$ cat config.mk
export PLATFORM = sky130hd
export DESIGN_NAME = commit_unit
export DESIGN_NICKNAME = d
export VERILOG_FILES = /design/src/rtl/commit_unit_pkg.sv /design/src/rtl/commit_unit_branch_resolve.sv /design/src/rtl/commit_unit.sv
export SDC_FILE = /design/constraint.sdc
export NUM_CORES = 1
export LEC_CHECK = 0
export ABC_CLOCK_PERIOD_IN_PS = 7200
export CORE_AREA = 2 2 159 161
export CTS_CLUSTER_SIZE = 14
export DETAILED_ROUTE_END_ITERATION = 8
export DIE_AREA = 0 0 161 163
export GPL_ROUTABILITY_DRIVEN = 1
export SLEW_MARGIN = 10
export SYNTH_ARGS = -nofsm -noshare
export SYNTH_HDL_FRONTEND = slang
export SYNTH_SLANG_ARGS = --single-unit
$ cat constraint.sdc
create_clock -name clk -period 7.2 [get_ports clk]
set_input_delay 1.44 -clock clk [delete_from_list [all_inputs] [get_ports clk]]
set_output_delay 1.44 -clock clk [all_outputs]
set_load 0.05 [all_outputs]
$ cat src/rtl/commit_unit_pkg.sv
// Shared definitions for the ROB commit unit: op codes, FSM states, store sizes
// and small op-classification helpers.
package commit_unit_pkg;

  localparam int CU_OP_W = 5;
  typedef logic [CU_OP_W-1:0] op_t;

  localparam op_t ALU_OP_ADD   = 5'h00;
  localparam op_t ALU_OP_SUB   = 5'h01;
  localparam op_t ALU_OP_AND   = 5'h02;
  localparam op_t ALU_OP_OR    = 5'h03;
  localparam op_t ALU_OP_XOR   = 5'h04;
  localparam op_t ALU_OP_SLL   = 5'h05;
  localparam op_t ALU_OP_SRL   = 5'h06;
  localparam op_t ALU_OP_SRA   = 5'h07;
  localparam op_t ALU_OP_SLT   = 5'h08;
  localparam op_t ALU_OP_SLTU  = 5'h09;
  localparam op_t ALU_OP_ADDI  = 5'h0a;
  localparam op_t ALU_OP_LUI   = 5'h0b;
  localparam op_t ALU_OP_AUIPC = 5'h0c;
  localparam op_t ALU_OP_LB    = 5'h0d;
  localparam op_t ALU_OP_LH    = 5'h0e;
  localparam op_t ALU_OP_LW    = 5'h0f;
  localparam op_t ALU_OP_BEQ   = 5'b10000;
  localparam op_t ALU_OP_BNE   = 5'b10001;
  localparam op_t ALU_OP_BLT   = 5'b10010;
  localparam op_t ALU_OP_BGE   = 5'b10011;
  localparam op_t ALU_OP_BLTU  = 5'b10100;
  localparam op_t ALU_OP_BGEU  = 5'b10101;
  localparam op_t ALU_OP_SB    = 5'h18;
  localparam op_t ALU_OP_SH    = 5'h19;
  localparam op_t ALU_OP_SW    = 5'h1a;
  localparam op_t ALU_OP_JAL   = 5'h1c;
  localparam op_t ALU_OP_JALR  = 5'h1d;

  localparam logic [1:0] MEM_SIZE_BYTE = 2'd0;
  localparam logic [1:0] MEM_SIZE_HALF = 2'd1;
  localparam logic [1:0] MEM_SIZE_WORD = 2'd2;

  typedef enum logic [1:0] {
    CU_IDLE  = 2'd0,
    CU_STORE = 2'd1,
    CU_FLUSH = 2'd2
  } cu_state_e;

  function automatic logic is_branch(input op_t op);
    return (op >= ALU_OP_BEQ) && (op <= ALU_OP_BGEU);
  endfunction

  function automatic logic is_store(input op_t op);
    return (op == ALU_OP_SB) || (op == ALU_OP_SH) || (op == ALU_OP_SW);
  endfunction

  function automatic logic [1:0] store_size(input op_t op);
    case (op)
      ALU_OP_SB: return MEM_SIZE_BYTE;
      ALU_OP_SH: return MEM_SIZE_HALF;
      default:   return MEM_SIZE_WORD;
    endcase
  endfunction

endpackage

$ cat src/rtl/commit_unit_branch_resolve.sv
// Combinational resolution of a committing branch/JALR: classifies the head,
// detects a misprediction and computes the fetch restart PC.
module branch_resolve
  import commit_unit_pkg::*;
#(
  parameter int OP_W = 5,
  parameter int XLEN = 32
) (
  input  logic [OP_W-1:0] op,
  input  logic            pred,
  input  logic            outcome,
  input  logic [XLEN-1:0] pred_target,
  input  logic [XLEN-1:0] addr,
  input  logic [XLEN-1:0] pc,
  output logic            is_ctrl,
  output logic            mispredict,
  output logic [XLEN-1:0] redirect
);

  logic is_br;
  logic is_jalr;

  assign is_br   = is_branch(op);
  assign is_jalr = (op == ALU_OP_JALR);

  // NOTE: every output gets a default first so no path through the block infers a latch.
  always_comb begin
    is_ctrl    = 1'b0;
    mispredict = 1'b0;
    redirect   = '0;
    if (is_br) begin
      is_ctrl    = 1'b1;
      mispredict = (pred != outcome) | (outcome & (pred_target != addr));
      redirect   = outcome ? addr : pc + XLEN'(4);
    end else if (is_jalr) begin
      is_ctrl    = 1'b1;
      mispredict = (pred_target != addr);
      redirect   = addr;
    end
  end

endmodule

$ cat src/rtl/commit_unit.sv
// Retires the ROB head: register writeback, store handshake to data memory, and
// a one-cycle global flush with redirect PC on branch/JALR misprediction.
module commit_unit
  import commit_unit_pkg::*;
#(
  parameter int ROB_ID_W = 3,
  parameter int OP_W     = 5,
  parameter int XLEN     = 32
) (
  input  logic                clk,
  input  logic                rst,
  input  logic                rob_commit_valid,
  input  logic [ROB_ID_W-1:0] rob_commit_id,
  input  logic [OP_W-1:0]     rob_commit_op,
  input  logic [4:0]          rob_commit_rd,
  input  logic [XLEN-1:0]     rob_commit_value,
  input  logic [XLEN-1:0]     rob_commit_pc,
  input  logic [XLEN-1:0]     rob_commit_addr,
  input  logic                rob_commit_pred,
  input  logic                rob_commit_outcome,
  input  logic [XLEN-1:0]     rob_commit_pred_target,
  output logic                rob_commit_ack,
  output logic                rf_we,
  output logic [4:0]          rf_waddr,
  output logic [XLEN-1:0]     rf_wdata,
  output logic [ROB_ID_W-1:0] rf_wrob_id,
  output logic                mem_req,
  output logic [XLEN-1:0]     mem_addr,
  output logic [XLEN-1:0]     mem_wdata,
  output logic [1:0]          mem_size,
  input  logic                mem_ready,
  output logic                flush,
  output logic [XLEN-1:0]     redirect_pc,
  output logic [31:0]         commit_count
);

  cu_state_e     state_q;
  logic          mem_req_q;
  logic [XLEN-1:0] mem_addr_q;
  logic [XLEN-1:0] mem_wdata_q;
  logic [1:0]    mem_size_q;
  logic          flush_q;
  logic [XLEN-1:0] redirect_q;
  logic [31:0]   count_q;

  logic            head_ctrl;
  logic            head_misp;
  logic [XLEN-1:0] head_redirect;
  logic            head_store;
  logic            head_jalr;

  branch_resolve #(.OP_W(OP_W), .XLEN(XLEN)) u_branch_resolve (
    .op          (rob_commit_op),
    .pred        (rob_commit_pred),
    .outcome     (rob_commit_outcome),
    .pred_target (rob_commit_pred_target),
    .addr        (rob_commit_addr),
    .pc          (rob_commit_pc),
    .is_ctrl     (head_ctrl),
    .mispredict  (head_misp),
    .redirect    (head_redirect)
  );

  assign head_store = is_store(rob_commit_op);
  assign head_jalr  = (rob_commit_op == ALU_OP_JALR);

  // Ack and writeback are combinational; gating with rst keeps them silent during reset.
  always_comb begin
    rob_commit_ack = 1'b0;
    rf_we          = 1'b0;
    unique case (state_q)
      CU_IDLE: begin
        if (rob_commit_valid && !rst) begin
          if (head_store) begin
            rob_commit_ack = 1'b0;
          end else if (head_ctrl) begin
            rob_commit_ack = !head_misp;
            rf_we          = head_jalr && (rob_commit_rd != 5'd0);
          end else begin
            rob_commit_ack = 1'b1;
            rf_we          = (rob_commit_rd != 5'd0);
          end
        end
      end
      CU_STORE: rob_commit_ack = mem_ready && !rst;
      CU_FLUSH: rob_commit_ack = 1'b0;
      default:  rob_commit_ack = 1'b0;
    endcase
  end

  assign rf_waddr   = rf_we ? rob_commit_rd    : '0;
  assign rf_wdata   = rf_we ? rob_commit_value : '0;
  assign rf_wrob_id = rf_we ? rob_commit_id    : '0;

  // NOTE: sequential state uses non-blocking assignments so every register samples pre-edge values.
  always_ff @(posedge clk or posedge rst) begin
    if (rst) begin
      state_q     <= CU_IDLE;
      mem_req_q   <= 1'b0;
      mem_addr_q  <= '0;
      mem_wdata_q <= '0;
      mem_size_q  <= '0;
      flush_q     <= 1'b0;
      redirect_q  <= '0;
      count_q     <= '0;
    end else begin
      if (rob_commit_ack || (state_q == CU_FLUSH)) begin
        count_q <= count_q + 32'd1;
      end
      unique case (state_q)
        CU_IDLE: begin
          if (rob_commit_valid && head_store) begin
            mem_addr_q  <= rob_commit_addr;
            mem_wdata_q <= rob_commit_value;
            mem_size_q  <= store_size(rob_commit_op);
            mem_req_q   <= 1'b1;
            state_q     <= CU_STORE;
          end else if (rob_commit_valid && head_ctrl && head_misp) begin
            redirect_q <= head_redirect;
            flush_q    <= 1'b1;
            state_q    <= CU_FLUSH;
          end
        end
        CU_STORE: begin
          if (mem_ready) begin
            mem_req_q <= 1'b0;
            state_q   <= CU_IDLE;
          end
        end
        CU_FLUSH: begin
          flush_q <= 1'b0;
          state_q <= CU_IDLE;
        end
        default: state_q <= CU_IDLE;
      endcase
    end
  end

  assign mem_req      = mem_req_q;
  assign mem_addr     = mem_addr_q;
  assign mem_wdata    = mem_wdata_q;
  assign mem_size     = mem_size_q;
  assign flush        = flush_q;
  assign redirect_pc  = redirect_q;
  assign commit_count = count_q;

endmodule

Word level (Yosys, flattened, before mapping)

Index checks and enable logic that the tools add are counted.

Flip-flop bits (word level): 134
Output and inout port bits: 174
Logic and storage cells: 78

Add/subtract/negate cells: 2
Order comparisons: 2
Equality and inequality tests: 13
Mux-type cells: 29
Bitwise gates (word level): 3
Reductions and logical operators: 21

Operators with widths:

| kind                    | count |
|---|---|
| $mux W32                | 4 |
| $add A32 B1 Y32 const B | 1 |
| $add A32 B3 Y32 const B | 1 |
| $ne A32 B32 Y1          | 1 |
| $eq A5 B5 Y1 const B    | 4 |
| $mux W1                 | 15 |
| $reduce_and A3 Y1       | 3 |
| $ne A2 B2 Y1 const B    | 4 |
| $pmux W2 S2             | 2 |
| $logic_and A1 B1 Y1     | 7 |
| $mux W2                 | 3 |
| $pmux W1 S2             | 3 |
| $ge A5 B5 Y1 const B    | 1 |
| $le A5 B5 Y1 const B    | 1 |
| $mux W5                 | 1 |
| $reduce_bool A5 Y1      | 1 |
| $reduce_and A2 Y1       | 2 |
| $reduce_bool A2 Y1      | 2 |
| $logic_or A1 B1 Y1      | 3 |
| $mux W3                 | 1 |
| $ne A3 B3 Y1 const B    | 1 |
| $eq A2 B1 Y1 const B    | 1 |
| $eq A2 B2 Y1 const B    | 1 |
| $logic_not A1 Y1        | 2 |
| 5 further kinds         | 5 |

Longest topological paths before layout

Depth after elaboration: 10
Mapped depth: 9

Cells and area by module

Synthesis repeated with hierarchy kept, for this count alone.

Cells, all modules: 635
Area, all modules: 7198.2 µm²

By module, submodules not included:

| module         | times used | cells each | area an instance (µm²) | seq. area each (µm²) |
|---|---|---|---|---|
| commit_unit    | 1          | 413        | 5704.2                 | 3353.2 |
| branch_resolve | 1          | 222        | 1493.9                 | 0.0 |

Worst setup path after synthesis

OpenSTA, ideal clock, no wires.

Path kind: input port to output port
Start point: in rob_commit_valid
End point: out rf_wdata[24]
Arrival time: 3334 ps
Data required time: 5760 ps
Setup slack: 2426 ps
Stages: 5
Path buffers: 1
Cells stage by stage: nor3b_2 -> o21ai_2 -> nor4_1 -> clkbuf_1 -> and2_1

Cells in the longest elaborated chain, start to end: 4

RTL lines:

| what                | RTL line          | text |
|---|---|---|
| start: declaration  | commit_unit.sv:12 | `input logic rob_commit_valid,` |
| $logic_and A1 B1 Y1 | commit_unit.sv:73 | `if (rob_commit_valid && !rst) begin` |
| $mux W1             | commit_unit.sv:73 |  |
| $mux W1             | commit_unit.sv:71 | `unique case (state_q)` |
| net rf_we           | commit_unit.sv:23 | `output logic rf_we,` |
| $mux W32            | commit_unit.sv:92 | `assign rf_wdata = rf_we ? rob_commit_value : '0;` |
| end: declaration    | commit_unit.sv:25 | `output logic [XLEN-1:0] rf_wdata,` |

The timed path passes the listed nets, and every way through them passes these cells.

Worst setup path after layout

Start point: in rob_commit_addr[14]
End point: out rob_commit_ack

Cells in the longest elaborated chain, start to end: 9
Elaborated cells between the ends (all ways): 10
Those cells by class: eq/ne (1); mux (6); bitwise (2); reduce/logical (1)

RTL lines:

| what               | RTL line                                                           | text |
|---|---|---|
| start: declaration | commit_unit.sv:18                                                  | `input logic [XLEN-1:0] rob_commit_addr,` |
| $ne A32 B32 Y1 *   | commit_unit_branch_resolve.sv:33, commit_unit_branch_resolve.sv:37 |  |
| $and A1 B1 Y1      | commit_unit_branch_resolve.sv:33                                   | `mispredict = (pred != outcome) \| (outcome & (pred_target != addr));` |
| $or A1 B1 Y1       | commit_unit_branch_resolve.sv:33                                   |  |
| $mux W1 *          | commit_unit_branch_resolve.sv:31                                   | `if (is_br) begin` |
| $logic_not A1 Y1 * | commit_unit.sv:77                                                  | `rob_commit_ack = !head_misp;` |
| $mux W1 *          | commit_unit.sv:76                                                  | `end else if (head_ctrl) begin` |
| $mux W1 *          | commit_unit.sv:74                                                  | `if (head_store) begin` |
| $mux W1 *          | commit_unit.sv:73                                                  |  |
| $pmux W1 S2 *      | commit_unit.sv:71                                                  |  |
| end: declaration   | commit_unit.sv:22                                                  | `output logic rob_commit_ack,` |

Mark *: on every way between the ends. The rest lies on a longest branch, timed or not.

==> impl_metrics.tcl <==
set metrics [dict create \
    status "finished, final reports clean" \
    p_seq_share_pct 29.9 \
    drive_above_1_share_pct 16.5 \
    hold_path_class "reg2reg" \
    crit_slowest_cell "clkdlybuf4s50_1" \
    cp-startpoint "rob_commit_addr[14]" \
    reg2regPathDepth 8 \
    mostFrequentLayoutCell "clkdlybuf4s50_1" \
    internal_power_w 0.00204 \
    peakVddDrop_uv 175 \
    cts_resized 0 \
    worst_setup_path_start_kind "input port" \
    crit_type "in2out" \
    first_global_vias 6236 \
    final_net_count 1098 \
    timing.rr.end "commit_count[31]" \
    io_pins 321 \
    fp.coreArea_um2 24700 \
    clkPwrFrac_pct 27.4 \
    initial_core_util_pct 29.2 \
    fin_crit_ns 5.77 \
    cp_max_fo 32 \
    synth-async-reset-ratio_pct 100 \
    mostFrequentLayoutCells "clkdlybuf4s50_1, dfrtp_1, xor2_1" \
    grt_pass1_wl_mm 36.6 \
    vias_per_cell 4.62 \
    routed_wl_mm 24.2 \
    ctsHoldBuffers 0 \
    hpwl_mm 17.9 \
    grt_overflow 0 \
    worst_pin_slew_ns 1.13 \
    slew_headroom_pct 24.4 \
    ant_nets 0 \
    dieWidth_um 161 \
    vias 5976 \
    grt_max_degree 90 \
    htree_levels 4 \
    setup-tns-final_ns 0 \
    gr-usage-all-layers_pct 18.3 \
    routabilityCongestion 0.801 \
    rsz0062_at_grt "no" \
    powerDensity_nw_per_um2 309 \
    combPwrFrac_pct 42.7 \
    finalSetupViolations 0 \
    p_sw_w 0.00148 \
    dr.pass1.iters 4 \
    synth_cells 633 \
    design_area_um2 11400 \
    whs_path_depth 1 \
    cts.clk_slew.worst_paths_ns 0.07 \
    syn_area_um2 7210 \
    wl_per_cell_um 18.7 \
    rows 58 \
    rrSetupSlack_ns 4.75 \
    hold_start "commit_count[31]" \
    synth.avg_cell_area_um2 11.4 \
    insertion_delay_ns 0.44 \
    worst_hold_path.endpoint "commit_count[31]" \
    yosys_warnings 0 \
    clockRootBuffer "clkbuf_16" \
    cts_buffer_depth 2 \
    area_delta_synth_final_pct 57.7 \
    placed_cell_area_um2 10700 \
    power.leakage_nw 4.50 \
    slew_violations 0 \
    worst_ep_arrival_time_ns 4.33 \
    synth_area_leaders "dfrtp_1, mux2_2, xor2_1" \
    period_share_pct 80.2 \
    cp_common_cell "clkdlybuf4s50_1" \
    clkSinkCount 134 \
    rr_startpoint "state_q[0]" \
    io_buffers 320 \
    ys_seq_elements 134 \
    switching_share_pct 42.0 \
    fmax_mhz 173 \
    syn_nets 782 \
    yosys.area.top_type "dfrtp_1" \
    antenna_found_initial 2 \
    crit_path_end_kind "output pin" \
    drc 0 \
    drv_cap 0 \
    fin_worst_skew_ns 0.0293 \
    numCtsBuffers 17 \
    yosysSeqAreaShare_pct 46.5 \
    die_area_um2 26200 \
    yosys.area.top_type_share_pct 46.5 \
    cp_slowest_stage_delay_ns 0.80 \
    hold_violations 0 \
    synth_edf_count 0 \
    postCtsSetupRepairBufs 0 \
    path_cells "clkdlybuf4s50_1 > xor2_1 > nor4_1 > nand4_1 > nor2_1 > a21oi_2 > buf_4 > inv_1 > clkdlybuf4s50_1" \
    yosysUniqueCellTypes 55 \
    drtIter0Drc 223 \
    fp.dieH_um 163 \
    cts_tree "built" \
    cp.required_ns 5.76 \
    synthFlopType "dfrtp_1" \
]
==> Yosys cell counts (3+ instances only) <==
cell type    n
a2111oi_4    3
xnor2_1     13
nor2_1      15
xor2_1      79
mux2_4      29
mux2_2      68
buf_2        5
o21ai_0     28
nor3_1       3
and3_1       5
nand2b_1     5
and2_1      46
a211oi_1    11
nand4_1     17
a22o_1       5
buf_6        5
a21oi_1     15
nor4_1      10
dfrtp_1    134
nand3_1     19
clkbuf_1    16
and4_1       4
nand2_1     50
inv_1       11
==> per-stage QoR <==
step	hold slack, ns	setup slack, ns	total power [W]	std cells	util [%]
after floorplan	0.561	2.18	0.00200	633	-
after global placement	0.460	1.35	0.00257	1260	43.5
after detailed placement	0.464	1.33	0.00258	1260	43.5
after CTS	0.473	1.32	0.00356	1292	46.1
after global routing	0.497	1.25	0.00367	1293	46.1
final	0.475	1.43	0.00352	1294	46.1
==> worst max path at each step <==
stage,end,slack [ns],cells past startpoint
finish,rob_commit_ack,1.43,9
global route,rob_commit_ack,1.25,9
detailed placement,rob_commit_ack,1.33,9
CTS,rob_commit_ack,1.32,9
global placement,rob_commit_ack,1.35,9
floorplan,commit_count[0],2.18,1
==> flip-flops by register name (all words and copies together) (netlist names) <==
name / cells
state_q: 2
commit_count: 32
mem_wdata: 32
flush: 1
mem_addr: 32
redirect_pc: 32
mem_size: 2
mem_req: 1
==> area by class of cell <==
class / count / area (µm²)
fillers: 2349 / 13300
multi-input cells: 459 / 3680
flip-flops and latches: 134 / 3350
repair buffers: 326 / 3250
clock buffers: 17 / 425
well taps: 330 / 413
clock inverters: 15 / 208
inverters: 11 / 46.3
diodes: 2 / 5.00
==> critical path, delay by kind of cell <==
| kind | cells | cell delay, ns |
|---|---|---|
| buffers and inverters | 4 | 1.62 |
| and+or+nand+nor | 3 | 0.96 |
| AOI/OAI and AO/OA | 1 | 0.10 |
| xor gates and xnor gates | 1 | 0.21 |
==> power groups by stage <==
stage	clock network [W]	registers (W)	logic [W]
finish	0.000964	0.00105	0.00150
global route	0.00102	0.00108	0.00157
CTS	0.000990	0.00106	0.00152
detailed placement	0	0.00107	0.00152
global placement	0	0.00106	0.00151
floorplan	0	0.00166	0.000342
==> per-layer routing <==
metal  share of wire [%]  vias to the layer above  global-route usage [%]  routed length [µm]
li1                    -                     2848                       -                   -
met1                  42                     2875                    21.8               10100
met2                  49                      232                    31.3               11800
met3                 7.7                       21                    6.29                1870
met4                 1.6                        0                    5.68                 396
met5                   0                        -                       0                   0
==> kinds of logic after synthesis <==
logic type	share of synthesized area, %
adder cells (fa/ha/maj)	0.347
flip-flops	46.5
AO/OA/AOI/OAI	7.56
multiplexers	16.7
XOR/XNOR	11.2
AND/OR/NAND/NOR	15.0
buffers and inverters	2.74
Note: power is estimated with default switching activity, not from simulation.
